$ cat config.mk
export PLATFORM = sky130hd
export DESIGN_NAME = change_dispenser
export DESIGN_NICKNAME = d
export VERILOG_FILES = /design/src/rtl/change_dispenser_pkg.sv /design/src/rtl/change_dispenser_pulse_timer.sv /design/src/rtl/change_dispenser.sv
export SDC_FILE = /design/constraint.sdc
export NUM_CORES = 1
export LEC_CHECK = 0
export ABC_AREA = 1
export CORE_ASPECT_RATIO = 1.1
export CORE_MARGIN = 2
export CORE_UTILIZATION = 47
export DETAILED_ROUTE_END_ITERATION = 8
export PLACE_DENSITY = 0.81
export SYNTH_ARGS = -nofsm -noshare
export SYNTH_HDL_FRONTEND = slang
export SYNTH_SLANG_ARGS = --single-unit
$ cat constraint.sdc
create_clock -name CLK -period 1.5 [get_ports CLK]
set_input_delay 0.225 -clock CLK [delete_from_list [all_inputs] [get_ports CLK]]
set_output_delay 0.225 -clock CLK [all_outputs]
set_load 0.005 [all_outputs]
$ cat src/rtl/change_dispenser_pkg.sv
// Shared definitions for the change dispenser: state encoding, default
// widths and the timer sizing helper.
package change_dispenser_pkg;

    // Default width of change amount, inventory count and remaining count.
    localparam int unsigned CNT_W_DEFAULT = 8;

    // Controller states; encoding is fixed so other blocks can decode it.
    typedef enum logic [2:0] {
        StIdle  = 3'd0,
        StCheck = 3'd1,
        StEject = 3'd2,
        StGap   = 3'd3,
        StDone  = 3'd4
    } state_t;

    // Bits needed to hold the longer of the two phase durations.
    function automatic int unsigned timer_width(input int unsigned pulse_cycles,
                                                input int unsigned gap_cycles);
        int unsigned longest;
        longest = (pulse_cycles > gap_cycles) ? pulse_cycles : gap_cycles;
        return ($clog2(longest + 1) < 1) ? 1 : $clog2(longest + 1);
    endfunction

endpackage

$ cat src/rtl/change_dispenser_pulse_timer.sv
// Loadable down-counter with a terminal flag; times the eject and gap phases.
module change_dispenser_pulse_timer #(
    parameter int unsigned W = 3
) (
    input  logic         CLK,
    input  logic         reset,
    input  logic         load,
    input  logic [W-1:0] load_val,
    output logic         zero
);

    logic [W-1:0] count;

    // Load on request, otherwise count down and park at zero.
    always_ff @(posedge CLK or negedge reset) begin
        if (!reset) begin
            count <= '0;
        end else if (load) begin
            count <= load_val;
        end else if (count != '0) begin
            count <= count - 1'b1;
        end
    end

    // Flag is high on the final cycle of a loaded duration.
    assign zero = (count == '0);

endmodule

$ cat src/rtl/change_dispenser.sv
// Coin change dispenser: ejects coins one at a time, pulses the inventory
// decrement per coin and stops early with a shortfall flag when empty.
module change_dispenser
    import change_dispenser_pkg::*;
#(
    parameter int unsigned CNT_W        = CNT_W_DEFAULT,
    parameter int unsigned PULSE_CYCLES = 4,
    parameter int unsigned GAP_CYCLES   = 2
) (
    input  logic             CLK,
    input  logic             reset,
    input  logic             start,
    input  logic [CNT_W-1:0] change_amt,
    input  logic [CNT_W-1:0] coins,
    output logic             dec_sig,
    output logic             eject,
    output logic             busy,
    output logic             done,
    output logic             short,
    output logic [CNT_W-1:0] remaining
);

    localparam int unsigned TW = timer_width(PULSE_CYCLES, GAP_CYCLES);

    state_t          state;
    logic            timer_load;
    logic [TW-1:0]   timer_val;
    logic            timer_zero;

    // A loaded value of N-1 gives a phase lasting N cycles, ending when the
    // timer reads zero.
    change_dispenser_pulse_timer #(
        .W (TW)
    ) u_timer (
        .CLK      (CLK),
        .reset    (reset),
        .load     (timer_load),
        .load_val (timer_val),
        .zero     (timer_zero)
    );

    // Arm the timer on entry to the eject and gap phases.
    always_comb begin
        timer_load = 1'b0;
        timer_val  = '0;
        unique case (state)
            StCheck: begin
                if (remaining != '0 && coins != '0) begin
                    timer_load = 1'b1;
                    timer_val  = TW'(PULSE_CYCLES - 1);
                end
            end
            StEject: begin
                if (timer_zero) begin
                    timer_load = 1'b1;
                    timer_val  = TW'(GAP_CYCLES - 1);
                end
            end
            default: ;
        endcase
    end

    // Controller FSM; every output is registered alongside the state so each
    // output reflects the state it is entering.
    always_ff @(posedge CLK or negedge reset) begin
        if (!reset) begin
            state     <= StIdle;
            dec_sig   <= 1'b0;
            eject     <= 1'b0;
            busy      <= 1'b0;
            done      <= 1'b0;
            short     <= 1'b0;
            remaining <= '0;
        end else begin
            dec_sig <= 1'b0;
            done    <= 1'b0;
            unique case (state)
                StIdle: begin
                    if (start) begin
                        remaining <= change_amt;
                        short     <= 1'b0;
                        busy      <= 1'b1;
                        state     <= StCheck;
                    end
                end
                StCheck: begin
                    if (remaining == '0) begin
                        done  <= 1'b1;
                        state <= StDone;
                    end else if (coins == '0) begin
                        // Inventory ran dry with coins still owed.
                        short <= 1'b1;
                        done  <= 1'b1;
                        state <= StDone;
                    end else begin
                        eject   <= 1'b1;
                        dec_sig <= 1'b1;
                        state   <= StEject;
                    end
                end
                StEject: begin
                    if (timer_zero) begin
                        if (remaining != '0) begin
                            remaining <= remaining - 1'b1;
                        end
                        eject <= 1'b0;
                        state <= StGap;
                    end
                end
                StGap: begin
                    // Gap lets the inventory counter settle before re-checking.
                    if (timer_zero) begin
                        state <= StCheck;
                    end
                end
                StDone: begin
                    busy  <= 1'b0;
                    state <= StIdle;
                end
                default: begin
                    eject <= 1'b0;
                    busy  <= 1'b0;
                    state <= StIdle;
                end
            endcase
        end
    end

endmodule

==> impl_metrics.tcl, run 1 <==
set metrics [dict create \
    dp_cells 233 \
    post_synth_instance_area_sq_um 1180 \
    fmax_mhz 684 \
    synth_flop_cell "dfrtp_1" \
    cts_root_buffer "clkbuf_4" \
    setup-tns-final_ns 0 \
    grt_pass1_vias 1090 \
    synthArstFlopShare_pct 100 \
    required_ns 1.27 \
    clk_latency_ns 0.31 \
    placed_area_sq_um 1560 \
    r2r_slack_ns 0.08 \
    synth_area_leaders "dfrtp_1 (40%), nand2_1 (21%), nor2_1 (5.7%)" \
    vias_per_cell 4.91 \
    cts_buffers 3 \
    power_leakage_uw 0.000884 \
    min_period_ns 1.46 \
    avgSynthCellArea_sq_um 7.05 \
    synthDistinctLibCells 24 \
    stdcell_area_sq_um 1670 \
    cts.path.max_buffers 2 \
    synth_top_area_cell "dfrtp_1" \
    start_util_pct 48.1 \
    ir_worst_vdd_v 0.00122 \
    finalWirelength_um 2870 \
    synth_warnings 0 \
    slew_violations 0 \
    crit_slowest_cell "clkdlybuf4s50_1" \
    critical-path-top-delay-family "buffers and inverters" \
    synth_compound_area_share_pct 9.99 \
    powerDensity_nw_per_um2 2080 \
    drt_iter0_drc 29 \
    synth-adder-area-share_pct 4.25 \
    dr.pass1.iters 5 \
    synth_simple_gate_area_share_pct 37.1 \
    crit_path_start_kind "register" \
    synth_top_family_by_area "simple AND/OR/NAND/NOR gates" \
    cts_tree "yes" \
    syn_nets 190 \
    hp-class "in2async" \
    grt_usage_pct 21.3 \
    grt_max_degree 20 \
    worstReg2RegStart "u_timer.count[0]$_DFFE_PN0P_" \
    grtUsageMet1_pct 26.4 \
    r2r_end "eject$_DFFE_PN0P_" \
    arrival_ns 1.24 \
    outcome "finished, final reports clean" \
    skew_ns 0.00463 \
    fin_crit_sh_pct 97.4 \
    die_width_um 51.7 \
    grt-ovfl-total 0 \
    timing_hold_violations_final 0 \
    cp_max_fo 4 \
    port_buffers 31 \
    vias 1199 \
    area_growth_pct 41.9 \
    synth_seq_cells 19 \
    io_pins 32 \
    drive_gt1_share_pct 18.8 \
    path_clk_slew_ns 0.12 \
    synth_top_area_share_pct 40.4 \
    relSlewSlack_pct 78.0 \
    fill_cells 217 \
    synth_cells 167 \
    die_h_um 56.5 \
    final_cell_count_no_fill 244 \
    use_met3_pct 2.39 \
    grt_pass1_wl_um 4630 \
    clock-sinks 19 \
    ant_nets 0 \
    antenna_found_initial 0 \
    critical-path-max-stage-delay_ns 0.52 \
    rows 19 \
    synth-edff-count 0 \
    crit_chain "clkdlybuf4s50_1" \
    worst_pin_slew_ns 0.328 \
    maxCapViolations 0 \
    remaining_drc_errors 0 \
    synth_xor_area_share_pct 0.744 \
    crit_buf_inv 1 \
    die-area_sq_um 2920 \
    end_kind "output pin" \
    finalSetupViolations 0 \
    core_sq_um 2450 \
    muxShareOfSynthArea_pct 0 \
    cts_hold_buf 0 \
    crit_type "reg2out" \
    r2r_cells 8 \
    busiest_layer "met2" \
    dpl.hpwl_um 2050 \
    synth_seq_area_share_pct 40.4 \
    antenna_cells 0 \
    wl_per_cell_um 11.8 \
    htreeDepth 1 \
    use_met2_pct 37.2 \
    layout.nets 237 \
    gp_congestion 0.889 \
]
[report_power, final]
part	switching, uW	total [uW]	internal (uW)
Clock	171	275	104
Combinational	1260	2260	1000
Sequential	178	934	756
[cell usage after synthesis (2+ instances only)]
library cell / instances
ha_1: 4
nand3_1: 10
nand2_1: 65
nor3_2: 2
inv_1: 17
dfrtp_1: 19
o211ai_1: 2
nand2_2: 4
inv_2: 3
nor2_1: 18
o21ai_0: 9
o21ai_1: 2
[state kept, by name (all words and copies together), names as in the netlist]
name and count:
remaining 8, done 1, busy 1, dec_sig 1
short 1, u_timer.count 3, state 3, eject 1
[through the flow]
step                      setup WS (ns)  utilization (%)  hold WS (ns)  total power [uW]
after floorplan                   0.141                -       -0.0706              2240
after CTS                       0.00387             65.6         0.248              3310
final                            0.0385             68.2         0.240              3470
after detailed placement         0.0425             63.7         0.461              2990
after global placement           0.0805             63.7         0.460              2900
after global routing           -0.00954             68.2         0.268              3820
[kinds of logic (layout without fill, tap and decap cells)]
kind of cell	after synthesis	in the layout
xor gates and xnor gates	1	1
DFF	19	19
buffers and inverters	22	68
adders and majority gates	4	4
and+or+nand+nor	103	103
AOI/OAI and AO/OA	18	18
[how the worst max path moves through the flow]
stage                               end  slack (ns)                    startpoint  depth (start not counted)
2_1_floorplan         eject$_DFFE_PN0P_        0.14  u_timer.count[0]$_DFFE_PN0P_                          8
3_3_place_gp   remaining[4]$_DFFE_PN0P_        0.08                         start                          7
3_5_place_dp          eject$_DFFE_PN0P_        0.04  u_timer.count[0]$_DFFE_PN0P_                          8
4_1_cts                    remaining[6]       0.004      remaining[6]$_DFFE_PN0P_                          1
5_1_grt        remaining[3]$_DFFE_PN0P_       -0.01      remaining[1]$_DFFE_PN0P_                          8
6_report                   remaining[7]        0.04      remaining[7]$_DFFE_PN0P_                          1
[routing by layer]
layer,part of all wire (%),wire (um),vias up
met5,0,0,-
met4,2.1,61,0
met3,3.3,95,7
met2,54,1550,29
met1,40,1160,550
li1,-,-,613
[area by class of cell]
cell class	instances	area, sq um	area share (%)
multi-input combinational	126	641	38.4
clock buffer	4	26.3	1.57
sequential	19	479	28.7
tap	31	38.8	2.32
inverter	21	83.8	5.02
timing repair buffer	43	402	24.0
[layout by cell type (no fill, tap or decap), types with 3 or more instances in the layout]
cell type and instances:
clkbuf_4 3, inv_2 4, nand2_1 62, buf_4 12, ha_1 4, inv_1 16, dfrtp_2 3, dfrtp_1 16
clkdlybuf4s50_1 26, dlygate4sd2_1 3, o21ai_0 9, nor2_1 16, nand2_2 6, nand3_1 9
[repair_timing]
item,4_1_cts,5_1_grt
pin swaps,0,1
gates resized for setup,5,12
setup endpoints to repair,6,16
setup buffers,3,4
Note: power is estimated with default switching activity, not from simulation.
==> inputs of run 2 (changes only) <==
CORE_MARGIN = default   (was 2)
==> impl_metrics.tcl, run 2 (synthesis gave the netlist of run 1 again) <==
set metrics [dict create \
    cts_hold_buf 0 \
    clock-sinks 19 \
    cp_max_fo 2 \
    required_ns 1.27 \
    die_width_um 49.7 \
    worst_pin_slew_ns 0.325 \
    antenna_found_initial 0 \
    grt-ovfl-total 0 \
    ant_nets 0 \
    powerDensity_nw_per_um2 2080 \
    min_period_ns 1.43 \
    timing_hold_violations_final 0 \
    antenna_cells 0 \
    core_sq_um 2300 \
    cts.path.max_buffers 2 \
    io_pins 32 \
    drt_iter0_drc 20 \
    grt_max_degree 20 \
    cts_root_buffer "clkbuf_4" \
    critical-path-max-stage-delay_ns 0.53 \
    area_growth_pct 42.4 \
    hp-class "in2async" \
    fmax_mhz 700 \
    fin_util_pct 73.0 \
    finalWirelength_um 2930 \
    grt_usage_pct 23.6 \
    largest_register "remaining" \
    htreeDepth 1 \
    dp_cells 234 \
    path_clk_slew_ns 0.12 \
    seq_area_sq_um 477 \
    relSlewSlack_pct 78.2 \
    skew_ns 0.00262 \
    grt_pass1_vias 1196 \
    ir_worst_vdd_v 0.00137 \
    dr.pass1.iters 4 \
    multi_input_area_sq_um 638 \
    fin_crit_sh_pct 95.2 \
    grt_pass1_wl_um 4770 \
    crit_buf_inv 1 \
    slew_violations 0 \
    placed_area_sq_um 1570 \
    die-area_sq_um 2710 \
    port_buffers 31 \
    fill_cells 199 \
    crit_chain "clkdlybuf4s50_1" \
    cts_buffers 3 \
    crit_slowest_cell "clkdlybuf4s50_1" \
    vias_per_cell 5.01 \
    drive_gt1_share_pct 19.1 \
    remaining_drc_errors 0 \
    end_kind "output pin" \
    gp_congestion 0.847 \
    rows 18 \
    outcome "finished, final reports clean" \
    finalSetupViolations 0 \
    stdcell_area_sq_um 1680 \
    cts_tree "yes" \
    crit_type "reg2out" \
    final_common_cell "nand2_1" \
    total_power_uw 3480 \
    largestRegisters "remaining (8), state (3), u_timer.count (3)" \
    crit_path_start_kind "register" \
    start_util_pct 51.3 \
    wl_per_cell_um 12.0 \
    setup-tns-final_ns 0 \
    rsz0062_at_grt "false" \
    critical-path-top-delay-family "buffers and inverters" \
    layout_common_cells "nand2_1 (62), clkdlybuf4s50_1 (26), dfrtp_1 (18), inv_1 (16), nor2_1 (16)" \
    dpl.hpwl_um 2180 \
    vias 1227 \
    layout.nets 239 \
    largest_reg_flops 8 \
    clk_latency_ns 0.30 \
    power_leakage_uw 0.000887 \
    final_cell_count_no_fill 245 \
    arrival_ns 1.20 \
    maxCapViolations 0 \
    die_h_um 54.5 \
]
run 2: cell count changes in the layout (fill, tap and decap cells not counted), sizes merged:
cell	delta
buf	+2
clkbuf	-1
clkinv	+1
dlygate4sd2	+1
dlymetal6s2s	-1
run 2: path summary, 6_finish.rpt:
path,slack (ns),end,depth (start not counted),from
min reg2reg,0.49,short$_DFFE_PN0P_,2,short$_DFFE_PN0P_
min in group CLK,0.49,short$_DFFE_PN0P_,2,short$_DFFE_PN0P_
min,0.24,done$_DFF_PN0_,2,reset
max reg2reg,0.10,u_timer.count[1]$_DFFE_PN0P_,7,remaining[1]$_DFFE_PN0P_
max,0.07,short,1,short$_DFFE_PN0P_
max in group asynchronous,1.03,remaining[2]$_DFFE_PN0P_,2,reset
run 2: what timing repair did:
item	CTS	global route
endpoints found under the setup margin	8	13
setup buffers	5	2
hold endpoints to repair	0	0
gates resized for setup	6	9
pin swaps	0	3
gates cloned	0	0
run 2: per-stage QoR:
stage               worst slack (ns)  hold slack (ns)
finish                        0.0718            0.242
global route                 0.00346            0.264
CTS                          0.00833            0.244
detailed placement            0.0174            0.468
global placement              0.0730            0.462
floorplan                      0.141          -0.0706
run 2: cell type report:
type | count | share of cell area [%]
clock inverter | 1 | 0.299
inverter | 21 | 5.00
clock buffer | 3 | 1.34
timing repair buffer | 45 | 24.6
tap | 30 | 2.24
multi-input combinational | 126 | 38.1
sequential | 19 | 28.4
run 2: routing by layer:
layer | wire, um | vias up | share of wire, % | global-route usage (%)
li1 | - | 621 | - | -
met1 | 1180 | 568 | 40 | 22.8
met2 | 1610 | 38 | 55 | 49.5
met3 | 142 | 0 | 4.8 | 4.44
met4 | 0 | 0 | 0 | 9.05
met5 | 0 | - | 0 | 0
run 2: power breakdown:
group / switching [uW] / leakage (uW) / internal (uW) / total [uW]
Sequential: 151 / 0.000232 / 751 / 902
Clock: 170 / 0.0000177 / 99.4 / 270
Combinational: 1280 / 0.000637 / 1020 / 2310
